<file path="src/rtl/serial_tx_arbiter.sv">
// ============================================================================
// serial_tx_arbiter
// ----------------------------------------------------------------------------
// Shares one external serializer among NUM_REQ parallel-word requesters.
// Requesters are served round-robin, one word at a time. The arbiter launches
// the serializer with a one-cycle start and follows its busy flag to find the
// end of the frame. After each frame it holds off for GAP_CYCLES idle cycles
// before it grants the next requester.
//
// Ports
//   clock        rising-edge clock (shared with the serializer)
//   reset        synchronous, active-high (shared with the serializer)
//   i_req        per-requester level request, held until its grant bit
//   i_req_data   requester i word at [i*DATA_WIDTH +: DATA_WIDTH]
//   o_grant      one-hot, one-cycle pulse: the winner's word was captured
//   o_done       one-hot, one-cycle pulse: that requester's frame is out
//   o_active_id  index of the requester that currently owns the serializer
//   o_error      sticky: serializer never went busy after a start
//   o_ser_start  serializer start (high only while in LOAD)
//   o_ser_data   serializer data_in (the captured word)
//   i_ser_busy   serializer busy
// ============================================================================
module serial_tx_arbiter #(
    parameter int NUM_REQ    = 4,
    parameter int DATA_WIDTH = 8,
    parameter int GAP_CYCLES = 2
) (
    input  logic                          clock,
    input  logic                          reset,
    input  logic [NUM_REQ-1:0]            i_req,
    input  logic [NUM_REQ*DATA_WIDTH-1:0] i_req_data,
    output logic [NUM_REQ-1:0]            o_grant,
    output logic [NUM_REQ-1:0]            o_done,
    output logic [$clog2(NUM_REQ)-1:0]    o_active_id,
    output logic                          o_error,
    output logic                          o_ser_start,
    output logic [DATA_WIDTH-1:0]         o_ser_data,
    input  logic                          i_ser_busy
);

    localparam int ID_W  = $clog2(NUM_REQ);
    localparam int GAP_W = (GAP_CYCLES > 1) ? $clog2(GAP_CYCLES) : 1;

    typedef enum logic [2:0] {
        S_IDLE,
        S_LOAD,
        S_WAIT,
        S_SHIFT,
        S_GAP
    } state_t;

    state_t                  r_state;
    logic [NUM_REQ-1:0]      r_grant;
    logic [NUM_REQ-1:0]      r_done;
    logic [DATA_WIDTH-1:0]   r_dataQ;
    logic [ID_W-1:0]         r_activeId;
    logic [ID_W-1:0]         r_lastId;
    logic                    r_error;
    logic                    r_waitMiss;
    logic [GAP_W-1:0]        r_gapCount;

    logic                    w_found;
    logic [ID_W-1:0]         w_cand;
    logic [ID_W-1:0]         w_winnerId;
    logic [NUM_REQ-1:0]      w_winnerOneHot;
    logic [DATA_WIDTH-1:0]   w_winnerData;
    logic [NUM_REQ-1:0]      w_activeOneHot;

    // Round-robin search: walk the requesters starting just after the last
    // winner and wrapping around. The last winner is checked at the very end,
    // so it only wins again when nobody else is asking.
    always_comb begin
        w_found    = 1'b0;
        w_cand     = '0;
        w_winnerId = '0;
        for (int off = 1; off <= NUM_REQ; off++) begin
            w_cand = ID_W'((int'(r_lastId) + off) % NUM_REQ);
            if (!w_found && i_req[w_cand]) begin
                w_found    = 1'b1;
                w_winnerId = w_cand;
            end
        end
    end

    // Pick the winner's word with a constant-offset mux. This avoids a
    // variable part-select.
    always_comb begin
        w_winnerData = '0;
        for (int i = 0; i < NUM_REQ; i++) begin
            if (w_winnerId == ID_W'(i)) begin
                w_winnerData = i_req_data[i*DATA_WIDTH +: DATA_WIDTH];
            end
        end
    end

    assign w_winnerOneHot = NUM_REQ'(1) << w_winnerId;
    assign w_activeOneHot = NUM_REQ'(1) << r_activeId;

    // Frame sequencer. The word and the owner id are captured only in IDLE,
    // so the serializer data stays stable from LOAD through SHIFT.
    // WAIT allows one edge of slack before busy must appear. If busy is still
    // low on the second edge, the serializer is declared faulty: no done is
    // sent and the gap is still enforced.
    always_ff @(posedge clock) begin
        if (reset) begin
            r_state    <= S_IDLE;
            r_grant    <= '0;
            r_done     <= '0;
            r_dataQ    <= '0;
            r_activeId <= '0;
            r_lastId   <= ID_W'(NUM_REQ - 1);
            r_error    <= 1'b0;
            r_waitMiss <= 1'b0;
            r_gapCount <= '0;
        end else begin
            r_grant <= '0;
            r_done  <= '0;
            case (r_state)
                S_IDLE: begin
                    if (w_found) begin
                        r_grant    <= w_winnerOneHot;
                        r_dataQ    <= w_winnerData;
                        r_activeId <= w_winnerId;
                        r_lastId   <= w_winnerId;
                        r_state    <= S_LOAD;
                    end
                end
                S_LOAD: begin
                    r_waitMiss <= 1'b0;
                    r_state    <= S_WAIT;
                end
                S_WAIT: begin
                    if (i_ser_busy) begin
                        r_state <= S_SHIFT;
                    end else if (r_waitMiss) begin
                        r_error    <= 1'b1;
                        r_gapCount <= GAP_W'(GAP_CYCLES - 1);
                        r_state    <= S_GAP;
                    end else begin
                        r_waitMiss <= 1'b1;
                    end
                end
                S_SHIFT: begin
                    if (!i_ser_busy) begin
                        r_done     <= w_activeOneHot;
                        r_gapCount <= GAP_W'(GAP_CYCLES - 1);
                        r_state    <= S_GAP;
                    end
                end
                S_GAP: begin
                    if (r_gapCount == '0) begin
                        r_state <= S_IDLE;
                    end else begin
                        r_gapCount <= r_gapCount - 1'b1;
                    end
                end
                default: begin
                    r_state <= S_IDLE;
                end
            endcase
        end
    end

    assign o_grant     = r_grant;
    assign o_done      = r_done;
    assign o_active_id = r_activeId;
    assign o_error     = r_error;
    assign o_ser_start = (r_state == S_LOAD);
    assign o_ser_data  = r_dataQ;

endmodule

</file>
<file path="config.mk">
export PLATFORM = sky130hd
export DESIGN_NAME = serial_tx_arbiter
export DESIGN_NICKNAME = d
export VERILOG_FILES = /design/src/rtl/serial_tx_arbiter.sv
export SDC_FILE = /design/constraint.sdc
export NUM_CORES = 1
export LEC_CHECK = 0
export ABC_AREA = 1
export CAP_MARGIN = 0
export CORE_ASPECT_RATIO = 0.7
export CORE_MARGIN = 2
export CORE_UTILIZATION = 40
export DETAILED_ROUTE_END_ITERATION = 7
export PLACE_DENSITY = 0.76
export SYNTH_ARGS = -nofsm -noshare
export SYNTH_HDL_FRONTEND = slang
export SYNTH_SLANG_ARGS = --single-unit
export TNS_END_PERCENT = 50
</file>
<file path="constraint.sdc">
create_clock -name clock -period 1.97 [get_ports clock]
set_clock_uncertainty 0.2 [all_clocks]
set_input_delay 0.394 -clock clock [delete_from_list [all_inputs] [get_ports clock]]
set_output_delay 0.394 -clock clock [all_outputs]
set_load 0.01 [all_outputs]
</file>
## Word-level counts from Yosys, hierarchy flattened

Cells that the tools add are included.

| operators by class | value |
|---|---|
| equality and inequality tests | 13 |
| multipliers | 0 |
| divide/modulo/power cells | 0 |
| muxes and demuxes | 32 |
| $add $sub $neg | 5 |
| shifts and indexed selects | 2 |
| magnitude comparators | 4 |
| reduce and logical (&&, ||, !) cells | 17 |
| bitwise gates (word level) | 4 |

Operator list:

| operator | number |
|---|---|
| 2-to-1 mux 8 bit | 4 |
| 2-to-1 mux 3 bit | 5 |
| one-hot mux 3 bit (5 select lines) | 1 |
| less-than comparator 2 x 3 -> 1 bit, second input constant | 4 |
| 2-to-1 mux 1 bit | 12 |
| != test 2 bit, second input constant | 5 |
| binary-select mux 1 bit (select 2 bit) | 4 |
| 2-to-1 mux 2 bit | 4 |
| AND reduction 4 bit | 2 |
| << shifter 1 x 2 -> 4 bit, first input constant | 2 |
| == test 3 x 2 -> 1 bit, second input constant | 2 |
| OR reduction 3 bit | 2 |
| adder 2 x 1 -> 2 bit, second input constant | 2 |
| adder 2 bit, second input constant | 2 |
| == test 2 bit, second input constant | 2 |
| inverter 1 bit | 4 |
| AND reduction 2 bit | 2 |
| == test 3 x 1 -> 1 bit, second input constant | 1 |
| == test 3 bit, second input constant | 1 |
| logical AND 1 bit | 3 |
| logical NOT 1 bit | 3 |
| logical NOT 3 bit | 1 |
| != test 3 bit, second input constant | 1 |
| one-hot mux 1 bit (3 select lines) | 1 |
| 7 further kinds | 7 |

| storage, ports and cells | value |
|---|---|
| logic and storage cells | 86 |
| bits of input ports | 39 |
| ROM bits | 0 |
| flip-flop bits (word level) | 26 |
| memories kept | 0 |
| latch bits | 0 |
| memory bits (writable) | 0 |
| output and inout bits | 20 |

## Logic depth before layout (Yosys ltp)

Gate-level depths: netlist of the first run.

| logic depth | value |
|---|---|
| word-level depth | 18 |
| mapped depth | 16 |
| gate-level depth less buffers | 15 |

## Worst setup path before layout of the first run

No wires, ideal clock.

| timing path | value |
|---|---|
| path type | register to register |
| from | register r_lastId[0] |
| to | register r_dataQ[4], in the netlist o_ser_data[4] |
| library setup time | 131 ps |
| data arrival time | 1,519 ps |
| setup slack | 120 ps |
| clock period less this slack | 1,850 ps |
| cell stages (with the launch flop) | 17 |
| cell sequence | dfxtp_1 buf_6 inv_6 nand2_1 nand2_2 nand2_2 nand2_2 nor2_4 nand3_1 nand2_2 nand2_4 nor2_4 nand2_1 nand2_1 inv_1 nand2_1 a21oi_2 |

| between the ends | value |
|---|---|
| cells in the longest elaborated chain, start to end | 18 |

RTL lines:

| item | line | text |
|---|---|---|
| start: declaration | 57 | `logic [ID_W-1:0] r_lastId;` |
| start signal: assignment | 111 | `r_lastId <= ID_W'(NUM_REQ - 1);` |
| start signal: assignment | 124 | `r_lastId <= w_winnerId;` |
| adder 2 x 1 -> 2 bit | 77 | `w_cand = ID_W'((int'(r_lastId) + off) % NUM_REQ);` |
| binary-select mux 1 bit (select 2 bit) | 78 | `if (!w_found && i_req[w_cand]) begin` |
| 2-to-1 mux 1 bit (implied by the code) | 78 |  |
| 2-to-1 mux 1 bit | 78 |  |
| logical NOT 1 bit | 78 |  |
| logical AND 1 bit | 78 |  |
| 2-to-1 mux 1 bit | 78 |  |
| logical NOT 1 bit | 78 |  |
| logical AND 1 bit | 78 |  |
| 2-to-1 mux 1 bit | 78 |  |
| logical NOT 1 bit | 78 |  |
| logical AND 1 bit | 78 |  |
| 2-to-1 mux 2 bit | 78 |  |
| logical NOT 2 bit | 90 | `if (w_winnerId == ID_W'(i)) begin` |
| 2-to-1 mux 8 bit (4 in series) | 90 |  |
| end signal: assignment | 122 | `r_dataQ <= w_winnerData;` |
| end: declaration | 55 | `logic [DATA_WIDTH-1:0] r_dataQ;` |

Several ways; a longest one is shown, not always the timed one. The select of a mux whose other input is x is not followed.
A chain may end at the register's enable or synchronous reset.

## Final worst setup path of the first run

| timing path | value |
|---|---|
| from | register r_lastId[0] |
| to | register r_dataQ[7], in the netlist o_ser_data[7] |

The elaborated chain is that of the path after synthesis.

==> results of run 1 <==
-- sequential cells by signal, summed over array words and instances, names as in the netlist --
register	cells
o_grant	4
r_gapCount	1
r_state	3
r_waitMiss	1
o_active_id	2
r_lastId	2
o_error	1
o_ser_data	8
o_done	4
-- logic make-up (layout without fill, tap and decap cells) --
group,count (synthesis),after routing,share of synthesized area
flops,26,26,0.329
buf+inv,50,128,0.147
compound gates,35,35,0.134
simple gates,132,133,0.390
-- what timing repair did --
| action | CTS | global route |
|---|---|---|
| gates resized for setup | 23 | 23 |
| hold buffers | 0 | 0 |
| setup endpoints to repair | 14 | 20 |
| buffers inserted | 5 | 2 |
| gates cloned | 1 | 0 |
| pin swaps | 21 | 14 |
-- layout by cell type, fill, tap and decap left out --
master           count
a31oi_1              2
nor3_2               1
a21o_2               5
a21oi_2              2
nand2_1             58
nand4_2              1
a21boi_1             1
clkdlybuf4s50_1     53
nor3_1               2
clkbuf_8             4
nand2_4             10
inv_6                2
buf_12               1
inv_2                4
nor2_4               3
nand2_2             14
clkinv_2             1
nor2_1              15
o211ai_1             3
nand2_8              1
a21o_1               1
nand3_1             17
buf_6                1
dlygate4sd2_1        5
inv_8                1
o21ai_0              5
inv_1               36
dfxtp_1             24
buf_4               20
dfxtp_2              2
nand4_1              5
nor2_2               1
o21ai_2              2
a21oi_1             14
nand3_2              5
-- cell usage after synthesis, drive strengths merged --
cell,count
o21ai,7
buf,5
clkinv,1
o211ai,3
clkbuf,1
a21oi,16
nand2,82
inv,43
dfxtp,26
nand3,22
a31oi,2
nor2,19
a21boi,1
a21o,6
nor3,3
nand4,6
-- area by class of cell --
class / count / area share
clock buffer: 4 / 0.0217
inverter: 44 / 0.0724
tap: 52 / 0.0256
timing repair buffer: 80 / 0.298
multi-input combinational: 168 / 0.377
sequential: 26 / 0.206
-- routing by layer --
layer / wire length (microns) / GRT usage / vias to the layer above
met5: 0 / 0 / -
met4: 16 / 0.0296 / 0
met3: 255 / 0.0418 / 2
met2: 1970 / 0.298 / 58
met1: 2100 / 0.309 / 801
li1: - / - / 925
-- power by group --
group          switching (mW)  internal, mW  total [mW]
Sequential              0.108         0.683       0.791
Combinational            1.75          1.38        3.13
Clock                   0.166         0.179       0.345
Total                    2.02          2.24        4.26
-- path summary, 6_finish.rpt --
| kind | from | end | cells after the start |
|---|---|---|---|
| hold reg to reg | r_gapCount$_SDFFE_PP0P_ | r_gapCount$_SDFFE_PP0P_ | 2 |
| setup reg to reg | r_lastId[0]$_SDFFE_PP1N_ | o_ser_data[7]$_SDFFE_PP0N_ | 16 |
| hold / removal | r_gapCount$_SDFFE_PP0P_ | r_gapCount$_SDFFE_PP0P_ | 2 |
| setup / recovery | r_lastId[0]$_SDFFE_PP1N_ | o_ser_data[7]$_SDFFE_PP0N_ | 16 |
-- through the flow --
| stage | cell area, sq um | std cells | TNS, ns | setup WS (ns) |
|---|---|---|---|---|
| floorplan | 1580 | 243 | 0 | 0.120 |
| global placement | 2300 | 362 | -6.15 | -0.447 |
| detailed placement | 2300 | 362 | -6.81 | -0.502 |
| CTS | 2440 | 372 | -0.577 | -0.0944 |
| global route | 2540 | 374 | -2.03 | -0.230 |
| finish | 2540 | 374 | -0.333 | -0.0837 |
-- worst max-delay path: cells and delay by family, from the launching register on --
family	cells	cell delay (ns)
buf+inv	4	0.47
simple gates	11	0.85
compound gates	1	0.11
flops	1	0.34
==> impl_metrics.yaml, run 1 <==
outcome:
  outcome: "finished with violations"
  violations: "negative setup slack"
setup_path:
  crit_slowest_cell: "dfxtp_2"
  crit_fanout: 8
  slowest_delay_ns: 0.34
  path_class: "reg2reg"
  cp_cell_sequence: "buf_12 -> inv_8 -> nand2_2 -> nand2_2 -> nand2_4 -> nand2_4 -> nor2_1 -> nor2_2 -> nand2_4 -> buf_4 -> nand2_4 -> buf_4 -> nand3_1 -> nand3_1 -> nand2_1 -> a21oi_1"
  cp-end-kind: "flop"
  r2r_setup_slack_ns: -0.08
  worstPathArrival_ns: 2.06
  cp.required_ns: 1.98
  cp-start-kind: "flop"
  crit_path_frequent_cell: "nand2_4"
cells_and_area:
  multi_input_area_sq_um: 957
  antennaDiodeCount: 0
  register_area_sq_um: 523
  utilization: 0.660
  area_growth_pct: 60.3
  drive_gt1_frac: 0.252
  nets: 362
  n_fill_cell: 334
grt:
  antenna_found_initial: 0
  grt_pass1_wl_microns: 7240
  gr-total-overflow: 0
  grt_usage: 0.202
  grt_pass1_vias: 1652
  grt_max_degree: 17
clocking:
  insertion_delay_ns: 0.27
  clk_pin_slew_ns: 0.09
  root_buffer: "clkbuf_8"
  cts_buffer_depth: 2
  clkSinkCount: 26
  numCtsBuffers: 3
  cts_tree: "done"
  cts_htree_levels: 1
synthesis:
  synth_top_area_cell: "dfxtp_1"
  synth_area_sq_mm: 0.00158
  synth.top_cell.area_share: 0.329
  synth_seq_area_share: 0.329
  yosysUniqueCellTypes: 26
  netlist_instances: 243
  yosys_warnings: 0
  syn_nets: 282
  ys_ff_latch: 26
  synth_area_per_cell_sq_um: 6.52
  synth_area_leaders: "dfxtp_1 (33%), nand2_1 (17%), inv_1 (9.0%)"
placement:
  gp_congestion: 0.932
  port_buffers: 58
  hpwl_microns: 3200
die:
  die_x_microns: 79.2
  initial_core_util: 0.411
  core_sq_mm: 0.00385
  row_count: 19
  ios: 59
  die_area_sq_mm: 0.00449
  dieHeight_microns: 56.7
timing:
  period_share: 1.04
  relSlewSlack: 0.785
  setup_viol: 8
  max_slew.worst_pin.slew_ns: 0.322
  fin_ws_ns: -0.0837
  period_needed_ns: 2.05
  fmax_mhz: 487
  hold_violations: 0
  rsz0062_at_grt: "yes"
  holdWs_ns: 0.264
  final_max_slew_viol_count: 0
power_and_ir_drop:
  p_leak_nw: 1.20
  power_mw: 4.26
  ir_drop_v: 0.000945
  powerDensity_mw_per_mm2: 1680
route:
  post_drt_wl_per_cell_microns: 11.6
  initialDrtViolationCount: 114
  via_per_inst: 4.78
  drt_first_pass_iters: 4
  via_count: 1786
  drt_wl_total_microns: 4340
  ant_nets: 0
  route.detailed.drc: 0
job:
  maxCapViolations: 0
worst_hold_path:
  hold_path_class: "reg2reg"
No activity file was read; power rests on OpenSTA's default activity.
==> run 2: changes to the inputs <==
- TNS_END_PERCENT: 50 -> not set
==> impl_metrics.yaml, run 2 (synthesis gave the netlist of run 1 again) <==
grt:
  grt_usage: 0.203
  gr-total-overflow: 0
  grt_pass1_vias: 1650
  grt_max_degree: 17
  grt_pass1_wl_microns: 7250
  antenna_found_initial: 0
timing:
  relSlewSlack: 0.787
  fmax_mhz: 487
  rsz0062_at_grt: "yes"
  max_slew.worst_pin.slew_ns: 0.319
  setup_viol: 8
  hold_violations: 0
  fin_ws_ns: -0.0821
  period_share: 1.04
  final_max_slew_viol_count: 0
  period_needed_ns: 2.05
clocking:
  cts_tree: "done"
  insertion_delay_ns: 0.27
  cts_buffer_depth: 2
  root_buffer: "clkbuf_8"
  clkSinkCount: 26
  clk_pin_slew_ns: 0.09
  hold_buffers: 0
  numCtsBuffers: 3
  cts_htree_levels: 1
setup_path:
  worstPathArrival_ns: 2.06
  crit_fanout: 8
  path_class: "reg2reg"
  r2r_setup_slack_ns: -0.08
  cp-start-kind: "flop"
  cp-end-kind: "flop"
  cp.required_ns: 1.98
cells_and_area:
  utilization: 0.660
  layout_commonest_cell: "nand2_1"
  fin_cells: 374
  drive_gt1_frac: 0.252
  antennaDiodeCount: 0
  final_cell_mix: "nand2_1 (58), clkdlybuf4s50_1 (53), inv_1 (36)"
  n_fill_cell: 334
  largest_register_ffs: 8
  area_growth_pct: 60.3
  nets: 362
die:
  core_sq_mm: 0.00385
  die_area_sq_mm: 0.00449
  initial_core_util: 0.411
  die_x_microns: 79.2
  row_count: 19
  ios: 59
  dieHeight_microns: 56.7
power_and_ir_drop:
  ir_drop_v: 0.000941
  p_leak_nw: 1.20
  powerDensity_mw_per_mm2: 1680
route:
  via_per_inst: 4.80
  drt_wl_total_microns: 4330
  route.detailed.drc: 0
  initialDrtViolationCount: 107
  ant_nets: 0
  via_count: 1794
  drt_first_pass_iters: 4
  post_drt_wl_per_cell_microns: 11.6
placement:
  hpwl_microns: 3200
  dp_cells: 362
  port_buffers: 58
  gp_congestion: 0.932
outcome:
  violations: "negative setup slack"
  outcome: "finished with violations"
worst_hold_path:
  hold_path_class: "reg2reg"
job:
  maxCapViolations: 0
## run 2: final timing paths
kind / to / cells after the start / startpoint
worst max-delay path: o_ser_data[4]$_SDFFE_PP0N_ / 15 / r_lastId[0]$_SDFFE_PP1N_
worst min-delay path: r_gapCount$_SDFFE_PP0P_ / 2 / r_gapCount$_SDFFE_PP0P_
worst max register to register: o_ser_data[4]$_SDFFE_PP0N_ / 15 / r_lastId[0]$_SDFFE_PP1N_
worst min register to register: r_gapCount$_SDFFE_PP0P_ / 2 / r_gapCount$_SDFFE_PP0P_
## run 2: routing by layer
metal  GRT usage  up-vias  share of wire  wire (microns)
li1            -      927              -               -
met1       0.309      804           0.49            2110
met2       0.299       61           0.45            1970
met3      0.0418        2          0.056             241
met4      0.0296        0         0.0037              16
met5           0        -              0               0
## run 2: critical path, stage by stage, from the launching register on
cell and delay [ns]:
dfxtp_2 0.34, buf_12 0.13, inv_8 0.08, nand2_1 0.07
nand3_1 0.08, nand2_2 0.07, nor2_4 0.14, nand3_2 0.10
nand2_4 0.11, nand2_8 0.08, nor2_4 0.18, buf_4 0.15
nand2_2 0.05, nand3_2 0.07, nand2_2 0.05, a21oi_2 0.10
## run 2: power by group
part | switching, mW | internal (mW)
sequential | 0.109 | 0.683
combinational | 1.75 | 1.38
clock | 0.166 | 0.179
total | 2.02 | 2.24
## run 2: metrics by stage
stage                     hold slack (ns)  instance area, sq um  worst slack [ns]  power (mW)  TNS (ns)
final                               0.264                  2540           -0.0821        4.26    -0.346
after global routing                0.283                  2540            -0.230        4.66     -2.03
after CTS                           0.267                  2450           -0.0944        4.01    -0.574
after detailed placement            0.252                  2300            -0.502        3.36     -6.81
after global placement              0.243                  2300            -0.447        3.32     -6.15
after floorplan                     0.228                  1580             0.120        2.61         0
## run 2: area by class of cell
type	count	area, sq um	share of cell area
inverters	44	184	0.0724
flip-flops and latches	26	523	0.206
repair buffers	80	756	0.298
multi-input cells	168	957	0.377
well taps	52	65.1	0.0256
clock buffers	4	55.1	0.0217
## run 2: repair_timing
action,in CTS,in global routing
endpoints found under the setup margin,14,20
resized for setup,25,21
pin swaps,21,14
setup buffers,5,2
gates cloned,1,0
